===== config.mk =====
export PLATFORM = sky130hd
export DESIGN_NAME = tob_publisher
export DESIGN_NICKNAME = d
export VERILOG_FILES = /design/src/rtl/tob_pub_pkg.sv /design/src/rtl/tob_rec_fifo.sv /design/src/rtl/tob_publisher.sv
export SDC_FILE = /design/constraint.sdc
export NUM_CORES = 2
export LEC_CHECK = 0
export CAP_MARGIN = 10
export CORE_UTILIZATION = 30
export CTS_CLUSTER_SIZE = 30
export DETAILED_ROUTE_END_ITERATION = 8
export SLEW_MARGIN = 20
export SYNTH_ARGS = -nofsm -noshare
export SYNTH_HDL_FRONTEND = slang
export SYNTH_SLANG_ARGS = --single-unit

===== constraint.sdc =====
create_clock -name clk_100 -period 24.3 [get_ports clk_100]
set_input_delay 7.29 -clock clk_100 [delete_from_list [all_inputs] [get_ports clk_100]]
set_output_delay 7.29 -clock clk_100 [all_outputs]
set_load 0.02 [all_outputs]

===== src/rtl/tob_pub_pkg.sv =====
// Shared types for the top-of-book publisher: book snapshot, queued record and
// serializer states.
package tob_pub_pkg;

  typedef struct packed {
    logic [31:0] bid_px;
    logic [31:0] bid_qty;
    logic [31:0] ask_px;
    logic [31:0] ask_qty;
  } tob_snap_t;

  typedef struct packed {
    logic [31:0] seq;
    logic [7:0]  flags;
    logic [23:0] ts;
    tob_snap_t   snap;
  } tob_rec_t;

  typedef enum logic [1:0] {StIdle, StB0, StB1, StB2} tob_fsm_e;

  localparam int unsigned FlagCrossed = 0;
  localparam int unsigned FlagLocked  = 1;
  localparam int unsigned RecTsW      = 24;

endpackage


===== src/rtl/tob_rec_fifo.sv =====
// Show-ahead record FIFO: rdata_o is the head entry whenever empty_o is low.
// Depth must be a power of two so the pointers wrap naturally.
module tob_rec_fifo
  import tob_pub_pkg::*;
#(
  parameter int unsigned Depth = 16
) (
  input  logic                     clk_i,
  input  logic                     rst_i,
  input  logic                     push_i,
  input  tob_rec_t                 wdata_i,
  input  logic                     pop_i,
  output tob_rec_t                 rdata_o,
  output logic                     full_o,
  output logic                     empty_o,
  output logic [$clog2(Depth):0]   count_o
);

  localparam int unsigned AddrW = $clog2(Depth);

  tob_rec_t         mem_q [Depth];
  logic [AddrW-1:0] wptr_q, rptr_q;
  logic [AddrW:0]   count_q, count_d;
  logic             push_ok, pop_ok;

  assign full_o  = (count_q == (AddrW+1)'(Depth));
  assign empty_o = (count_q == '0);
  assign count_o = count_q;
  assign rdata_o = mem_q[rptr_q];

  // Full is judged on the registered count, so a same-cycle pop never frees room.
  assign push_ok = push_i && !full_o;
  assign pop_ok  = pop_i && !empty_o;

  always_comb begin
    count_d = count_q;
    unique case ({push_ok, pop_ok})
      2'b10:   count_d = count_q + (AddrW+1)'(1);
      2'b01:   count_d = count_q - (AddrW+1)'(1);
      default: count_d = count_q;
    endcase
  end

  always_ff @(posedge clk_i or posedge rst_i) begin
    if (rst_i) begin
      wptr_q  <= '0;
      rptr_q  <= '0;
      count_q <= '0;
    end else begin
      if (push_ok) wptr_q <= wptr_q + AddrW'(1);
      if (pop_ok)  rptr_q <= rptr_q + AddrW'(1);
      count_q <= count_d;
    end
  end

  always_ff @(posedge clk_i) begin
    if (push_ok) mem_q[wptr_q] <= wdata_i;
  end

endmodule


===== src/rtl/tob_publisher.sv =====
// Stamps every top-of-book change with seq/ts, queues it and streams it as a 3-beat
// Avalon-ST packet. Define TOB_CROSSED_FLAG_EN to fill the crossed/locked flag bits.
module tob_publisher
  import tob_pub_pkg::*;
#(
  parameter int unsigned FIFO_DEPTH = 16,
  parameter int unsigned TS_W       = 24
) (
  input  logic        clk_100,
  input  logic        rst,
  input  logic [31:0] best_bid_px,
  input  logic [31:0] best_bid_qty,
  input  logic [31:0] best_ask_px,
  input  logic [31:0] best_ask_qty,
  input  logic        enable,
  output logic        m_valid,
  input  logic        m_ready,
  output logic [63:0] m_data,
  output logic        m_sop,
  output logic        m_eop,
  output logic [2:0]  m_empty,
  output logic [31:0] drop_count
);

  localparam int unsigned CntW = $clog2(FIFO_DEPTH) + 1;

  tob_snap_t        in_snap, snap_q, prev_q;
  logic             en_q;
  logic [31:0]      seq_q, drop_q;
  logic [TS_W-1:0]  ts_q;
  logic [7:0]       flags;
  logic             change, forced, capture;
  tob_rec_t         push_rec, fifo_rdata, out_q, out_d;
  logic             fifo_full, fifo_empty, pop;
  logic [CntW-1:0]  fifo_count;
  tob_fsm_e         state_q, state_d;

  assign in_snap = {best_bid_px, best_bid_qty, best_ask_px, best_ask_qty};
  assign change  = (snap_q != prev_q);
  assign forced  = enable && !en_q;
  assign capture = enable && (change || forced);

  always_comb begin
    flags = 8'h00;
`ifdef TOB_CROSSED_FLAG_EN
    if (snap_q.bid_qty != '0 && snap_q.ask_qty != '0) begin
      flags[FlagCrossed] = (snap_q.bid_px > snap_q.ask_px);
      flags[FlagLocked]  = (snap_q.bid_px == snap_q.ask_px);
    end
`endif
  end

  assign push_rec = '{seq: seq_q, flags: flags, ts: RecTsW'(ts_q), snap: snap_q};

  // en_q resets high so a reset with enable already high does not force a record of
  // the all-zero snapshot.
  always_ff @(posedge clk_100 or posedge rst) begin
    if (rst) begin
      snap_q <= '0;
      prev_q <= '0;
      en_q   <= 1'b1;
      seq_q  <= '0;
      ts_q   <= '0;
      drop_q <= '0;
    end else begin
      snap_q <= in_snap;
      prev_q <= snap_q;
      en_q   <= enable;
      ts_q   <= ts_q + TS_W'(1);
      if (capture) begin
        seq_q <= seq_q + 32'd1;
        if (fifo_full && drop_q != '1) drop_q <= drop_q + 32'd1;
      end
    end
  end

  tob_rec_fifo #(
    .Depth (FIFO_DEPTH)
  ) u_fifo (
    .clk_i   (clk_100),
    .rst_i   (rst),
    .push_i  (capture),
    .wdata_i (push_rec),
    .pop_i   (pop),
    .rdata_o (fifo_rdata),
    .full_o  (fifo_full),
    .empty_o (fifo_empty),
    .count_o (fifo_count)
  );

  assert property (@(posedge clk_100) disable iff (rst) 32'(fifo_count) <= FIFO_DEPTH);

  always_comb begin
    state_d = state_q;
    out_d   = out_q;
    pop     = 1'b0;
    unique case (state_q)
      StIdle: begin
        if (!fifo_empty) begin
          pop     = 1'b1;
          out_d   = fifo_rdata;
          state_d = StB0;
        end
      end
      StB0: if (m_ready) state_d = StB1;
      StB1: if (m_ready) state_d = StB2;
      StB2: begin
        if (m_ready) begin
          if (!fifo_empty) begin
            pop     = 1'b1;
            out_d   = fifo_rdata;
            state_d = StB0;
          end else begin
            state_d = StIdle;
          end
        end
      end
      default: state_d = StIdle;
    endcase
  end

  always_ff @(posedge clk_100 or posedge rst) begin
    if (rst) begin
      state_q <= StIdle;
      out_q   <= '0;
    end else begin
      state_q <= state_d;
      out_q   <= out_d;
    end
  end

  // Beats are decoded from registered state only, so they hold under backpressure.
  always_comb begin
    m_data = '0;
    m_sop  = 1'b0;
    m_eop  = 1'b0;
    unique case (state_q)
      StB0: begin
        m_data = {out_q.seq, out_q.flags, out_q.ts};
        m_sop  = 1'b1;
      end
      StB1: m_data = {out_q.snap.bid_px, out_q.snap.bid_qty};
      StB2: begin
        m_data = {out_q.snap.ask_px, out_q.snap.ask_qty};
        m_eop  = 1'b1;
      end
      default: m_data = '0;
    endcase
  end

  assign m_valid    = (state_q != StIdle);
  assign m_empty    = 3'd0;
  assign drop_count = drop_q;

endmodule


### Word level (Yosys, flattened, before mapping)

Memory sizes are Yosys's and may differ from the RTL's.
Cells that the tools add are included.
Widths: inputs -> output; s select.

| word-level totals | value |
|---|---|
| register bits after elaboration | 552 |
| word-level logic and storage cells | 78 |
| ROM bits | 0 |
| input bits | 132 |
| bits in latches | 0 |
| memories kept | 1 |
| output and inout bits | 102 |
| RAM bits | 2944 |

| cells by class | value |
|---|---|
| reductions and logical operators | 17 |
| bitwise gates (word level) | 0 |
| multiply operators | 0 |
| mux-type cells | 18 |
| order comparisons | 0 |
| equal/unequal tests | 12 |
| div/mod/pow operators | 0 |
| shift operators | 0 |
| add/sub/neg operators | 7 |

Memories:

| name | depth | bits a word | read ports | clocked after Yosys merged registers in | wr ports | line | source |
|---|---|---|---|---|---|---|---|
| u_fifo.mem_q | 16 | 184 | 1 | 0 | 1 | tob_rec_fifo.sv:21 | `tob_rec_t mem_q [Depth];` |

Operators with widths:

| kind | count |
|---|---|
| $mux 192 | 2 |
| $pmux 192 s2 | 1 |
| $pmux 64 s3 | 1 |
| $ne 128x128->1 | 1 |
| $add 32x1->32 const B | 2 |
| $ne 32x32->1 const B | 1 |
| $add 24x1->24 const B | 1 |
| $pmux 5 s2 | 1 |
| $add 4x1->4 const B | 2 |
| $mux 2 | 4 |
| $ne 2x2->1 const B | 4 |
| $pmux 2 s4 | 1 |
| $mux 1 | 7 |
| $eq 2x2->1 const B | 3 |
| $reduce_bool 2->1 | 3 |
| $add 5x1->5 const B | 1 |
| $eq 5x5->1 const B | 1 |
| $logic_and 1x1->1 | 5 |
| $logic_not 5->1 | 1 |
| $sub 5x1->5 const B | 1 |
| $eq 2x1->1 const B | 2 |
| $reduce_and 2->1 | 2 |
| $reduce_and 4->1 | 1 |
| $logic_not 1->1 | 3 |
| other kinds (3) | 3 |

### Depth between registers and ports, before layout

| logic depth | value |
|---|---|
| word-level depth | 7 |
| gate-level depth with buffers | 17 |
| mapped depth without buffers | 16 |

### Hierarchy

A second synthesis with hierarchy kept.

| second synthesis, totals | value |
|---|---|
| cells, all modules | 7049 |
| area total of the unflattened synthesis | 138094.9 µm² |

By module, submodules not included:

| module | area each (µm²) | seq. area each (µm²) | times used | cells each |
|---|---|---|---|---|
| tob_rec_fifo | 117721.7 | 92573.8 | 1 | 5596 |
| tob_publisher | 20373.3 | 13489.2 | 1 | 1453 |

### Least setup slack after synthesis

OpenSTA, ideal clock, no wires.

| timing | value |
|---|---|
| path type | input to register |
| start point | input port enable |
| end point | memory u_fifo.mem_q[1][0] (netlist bit), enable pin |
| cell stages on the path | 5 |
| setup slack | 2990 ps |
| buffers on the path | 1 |
| arrival time | 20357 ps |
| required time | 23347 ps |
| library setup time | 953 ps |
| path through | o41ai_4 buf_6 a21oi_2 nand2_1 nor3_1 |

| on the way | value |
|---|---|
| cells in the longest elaborated chain, start to end | 6 |

RTL lines:

| item | line | source |
|---|---|---|
| start: declaration | tob_publisher.sv:15 | `input logic enable,` |
| $logic_and 1x1->1 | tob_publisher.sv:40 | `assign forced = enable && !en_q;` |
| $logic_or 1x1->1 | tob_publisher.sv:41 | `assign capture = enable && (change \|\| forced);` |
| $logic_and 1x1->1 * | tob_publisher.sv:41 |  |
| $logic_and 1x1->1 * | tob_rec_fifo.sv:32 | `assign push_ok = push_i && !full_o;` |
| $mux 1 * | tob_rec_fifo.sv:57 | `if (push_ok) mem_q[wptr_q] <= wdata_i;` |
| $mux 1 (implied by the code) * | tob_rec_fifo.sv:57 |  |
| end: declaration | tob_rec_fifo.sv:21 |  |

Mark *: on every way between the ends. The rest lies on a longest branch, timed or not.

### Final worst setup path

| timing | value |
|---|---|
| start point | register state_q[0] |
| end point | output port m_data[63] |

| on the way | value |
|---|---|
| cells in the longest elaborated chain, start to end | 2 |
| elaborated cells between the ends (all ways) | 4 |
| those cells by class | 3 x eq/ne; 1 x mux |

RTL lines:

| item | line | source |
|---|---|---|
| start: declaration | tob_publisher.sv:36 | `tob_fsm_e state_q, state_d;` |
| start signal: assignment | tob_publisher.sv:124 | `state_q <= StIdle;` |
| start signal: assignment | tob_publisher.sv:127 | `state_q <= state_d;` |
| $eq 2x2->1 / $eq 2x1->1 (equally long branches) | tob_publisher.sv:137 | `unique case (state_q)` |
| $pmux 64 s3 * | tob_publisher.sv:137 |  |
| end: declaration | tob_publisher.sv:18 | `output logic [63:0] m_data,` |

Marked as above.

==> key figures <==
Outcome
  • Status: finished clean

Critical path
  • Slowest-stage cell, CP: clkdlybuf4s50_1
  • WP data arrival: 4.13 ns
  • Largest delay contributor family on the critical path: buffers and inverters
  • CP Capture Type: output port
  • Crit Path Category: flop to output port
  • CP required: 17.01 ns
  • Worst R2R Path Depth: 8
  • CP Depth: 6
  • CP max FO: 66
  • Reg2reg setup slack: 17.44 ns
  • CP Launch Type: flop
  • Cell Chain, Critical Path: inv_1, ha_4, buf_6, a222oi_1, nor2_1, clkdlybuf4s50_1
  • Buf/Inv on CP: 3
  • Slowest cell delay on critical path: 0.75 ns

Synth
  • Area fraction in compound gates after synthesis: 3.96%
  • XOR/XNOR Fraction of Synth Area: 1.09%
  • Synth warn: 0
  • Main combinational cell family by area after synthesis: multiplexers
  • Dominant synthesized flop cell: edfxtp_1
  • Mapped cell area: 131000 um2
  • Sequential-to-total area share from yosys stat: 77.8%
  • Area share of and/or/nand/nor cells after synthesis: 2.34%
  • Adder-cell share of the synthesized area: 0.177%
  • Post-synth EDFFs: 2944
  • Mapped Cells: 6463
  • Fraction of registers with async set/reset: 15.6%
  • Synthesized flop and latch total: 3488
  • Post-synthesis cell type count: 53
  • Mean Syn Cell Area: 20.3 um2
  • Proportion of synthesized area in mux cells: 13.4%

Min path
  • WHS Path Cells: 2
  • Hold Crit Class: flop to flop

Timing
  • Final setup TNS: 0 ns
  • Setup ws final: 12.88 ns
  • Fin. max-slew vios: 0
  • Fin crit share: 47.0%
  • Final critical-path required period: 11.42 ns
  • Worst slew pin tran: 1.17 ns
  • RSZ-0062 raised after global routing: no
  • Relative slew slack: 21.5%
  • Clock Skew: 0.100 ns
  • Setup-failing EPs final: 0
  • Hold Vio Cnt, Final: 0
  • F_max: 87.6 MHz

Pwr
  • Leakage: 50.1 nW
  • PnR Total Power: 0.0183 W
  • Max VDD drop: 0.135 mV
  • Pwr per Cell Area: 120 nW/um2

Job
  • Max-cap viol count: 0

Drt
  • Antenna Nets Post-Route: 0
  • First-pass DRT Iterations: 6
  • Vias: 66.5k
  • Total routed wirelength: 369 mm
  • Remaining DRCs: 0
  • DR iter-0 viols: 7505
  • DR WL/cell: 28.5 um
  • Via density: 5.14

Global route
  • Vias in the first global route: 68.0k
  • Largest net degree at the start of global routing: 126
  • First-pass GRT wire length: 519 mm
  • Gr usage total: 16.3%
  • Total grt overflow: 0
  • Antenna violations before repair: 46

CTS
  • TritonCTS buffer count: 352
  • Clock Latency Late Sink: 0.96 ns
  • Post-CTS Hold Buffers: 0
  • CTS tree: built
  • Clock tree buffer depth: 4
  • Clock net sink count: 3488
  • H-tree depth: 5
  • Clk slew on worst S/H paths: 0.06 ns
  • Post-CTS Setup Inserts: 0
  • Post_cts resized: 0
  • Clk root buf: clkbuf_16

Final layout
  • Final Util: 35.1%
  • Area of the multi-input gates: 27700 um2
  • Fillcell total: 40.0k
  • Sequential cell area: 102000 um2
  • Layout cells sized above 1: 19.0%
  • Layout area overhead: 16.3%
  • Final Net Count: 7018

Floorplan
  • Die height: 663 um
  • Core box area: 435000 um2
  • Chip Width: 663 um
  • Row count: 242
  • # IOs: 234
  • Starting Density: 30.2%
  • Die area: 440000 um2

Placement
  • IO Port Bufs: 230
  • Dpl ws: 11.98 ns
  • Gpl congestion: 0.810
  • DP HPWL: 211 mm
[synthesized netlist by cell type (5+ instances only)]
cell	n	area share, %
nor2b_1	45	0.21
buf_1	44	0.13
mux4_2	593	10
dfrtp_1	543	10
and2_1	6	0.029
ha_1	17	0.16
nor2_1	108	0.31
nand2_1	373	1.1
nand2b_1	28	0.13
a222oi_1	56	0.43
inv_1	57	0.16
and4_1	7	0.047
buf_2	63	0.24
o21ai_0	255	0.97
and3_1	14	0.067
buf_4	5	0.029
o221ai_1	330	2.2
a22oi_1	8	0.046
a2111o_1	14	0.12
edfxtp_1	2944	67
nor3_1	17	0.065
xnor2_1	122	0.81
nand3_1	28	0.11
nand4_1	32	0.15
nor4_1	22	0.10
mux2_2	43	0.37
xor2_1	41	0.27
o2111ai_1	8	0.053
o22ai_1	7	0.033
clkbuf_1	236	0.68
mux2i_1	367	2.8
[logic make-up after synthesis]
kind of cell    after synthesis
fa+ha+maj                    18
xor+xnor                    163
flops                      3488
mux                        1004
buf+inv                     409
other cells                   1
compound gates              693
simple gates                687
[layer usage]
layer | up-vias | wire (um) | share of wire, % | track usage (%)
met5 | - | 175 | 0.047 | 0
met4 | 26 | 12500 | 3.4 | 5.51
met3 | 522 | 26200 | 7.1 | 2.68
met2 | 2744 | 178000 | 48 | 26.9
met1 | 35900 | 152000 | 41 | 22.0
li1 | 27300 | - | - | -
[state kept, by name, summed over array words and instances (netlist names)]
signal          flops
drop_count         32
en_q                1
out_q             184
prev_q            128
push_rec          128
seq_q              32
state_q             2
ts_q               24
u_fifo.count_o      5
u_fifo.mem_q     2944
u_fifo.rptr_q       4
u_fifo.wptr_q       4
[final timing paths]
path	from	endpoint
hold reg to reg	out_q[111]	out_q[111]
max in group asynchronous	rst	push_rec[63]
setup reg to reg	u_fifo.rptr_q[0]	out_q[18]
min in group asynchronous	rst	push_rec[41]
hold / removal	out_q[111]	out_q[111]
setup / recovery	state_q[0]	m_data[63]
[tightest hold or removal path: cells and delay by family, from the launching register on]
kind,cells,cell delay (ns)
compound gates,1,0.06
flops,1,0.34
simple gates,1,0.05
[through the flow]
| step | cells | area, um2 | hold WS (ns) |
|---|---|---|---|
| after floorplan | 6465 | 131000 | 0.449 |
| after global placement | 12200 | 141000 | 0.460 |
| after detailed placement | 12200 | 141000 | 0.470 |
| after CTS | 12900 | 152000 | 0.485 |
| after global routing | 12900 | 153000 | 0.510 |
| final | 12900 | 153000 | 0.483 |
[layout by cell type, fill, tap and decap left out, drive strengths merged, types with 22 or more instances in the layout]
| cell | n |
|---|---|
| nand3 | 28 |
| clkinv | 110 |
| nand4 | 32 |
| xnor2 | 122 |
| o21ai | 255 |
| mux2 | 44 |
| mux4 | 593 |
| nor2 | 108 |
| nand2b | 28 |
| dfrtp | 543 |
| a222oi | 56 |
| buf | 170 |
| nor4 | 22 |
| clkbuf | 501 |
| nand2 | 374 |
| nor2b | 45 |
| o221ai | 330 |
| clkdlybuf4s50 | 230 |
| diode | 22 |
| xor2 | 41 |
| edfxtp | 2944 |
| mux2i | 367 |
| bufinv | 23 |
| inv | 73 |
[report_power, final]
part           internal, W  switching, W  leakage (nW)  total, W
clock network      0.00309       0.00232          5.62   0.00542
logic              0.00196       0.00327          11.4   0.00523
registers          0.00724      0.000443          33.1   0.00768
[cell type report]
cell class                      instances  area share [%]
Tap cell                             5734            4.70
Sequential cell                      3488            66.9
Antenna cell                           22          0.0361
Clock inverter                        158            1.09
Clock buffer                          501            6.46
Multi-Input combinational cell       2568            18.1
Inverter                               58           0.153
Timing Repair Buffer                  400            2.54
No activity file was read; power rests on OpenSTA's default activity.
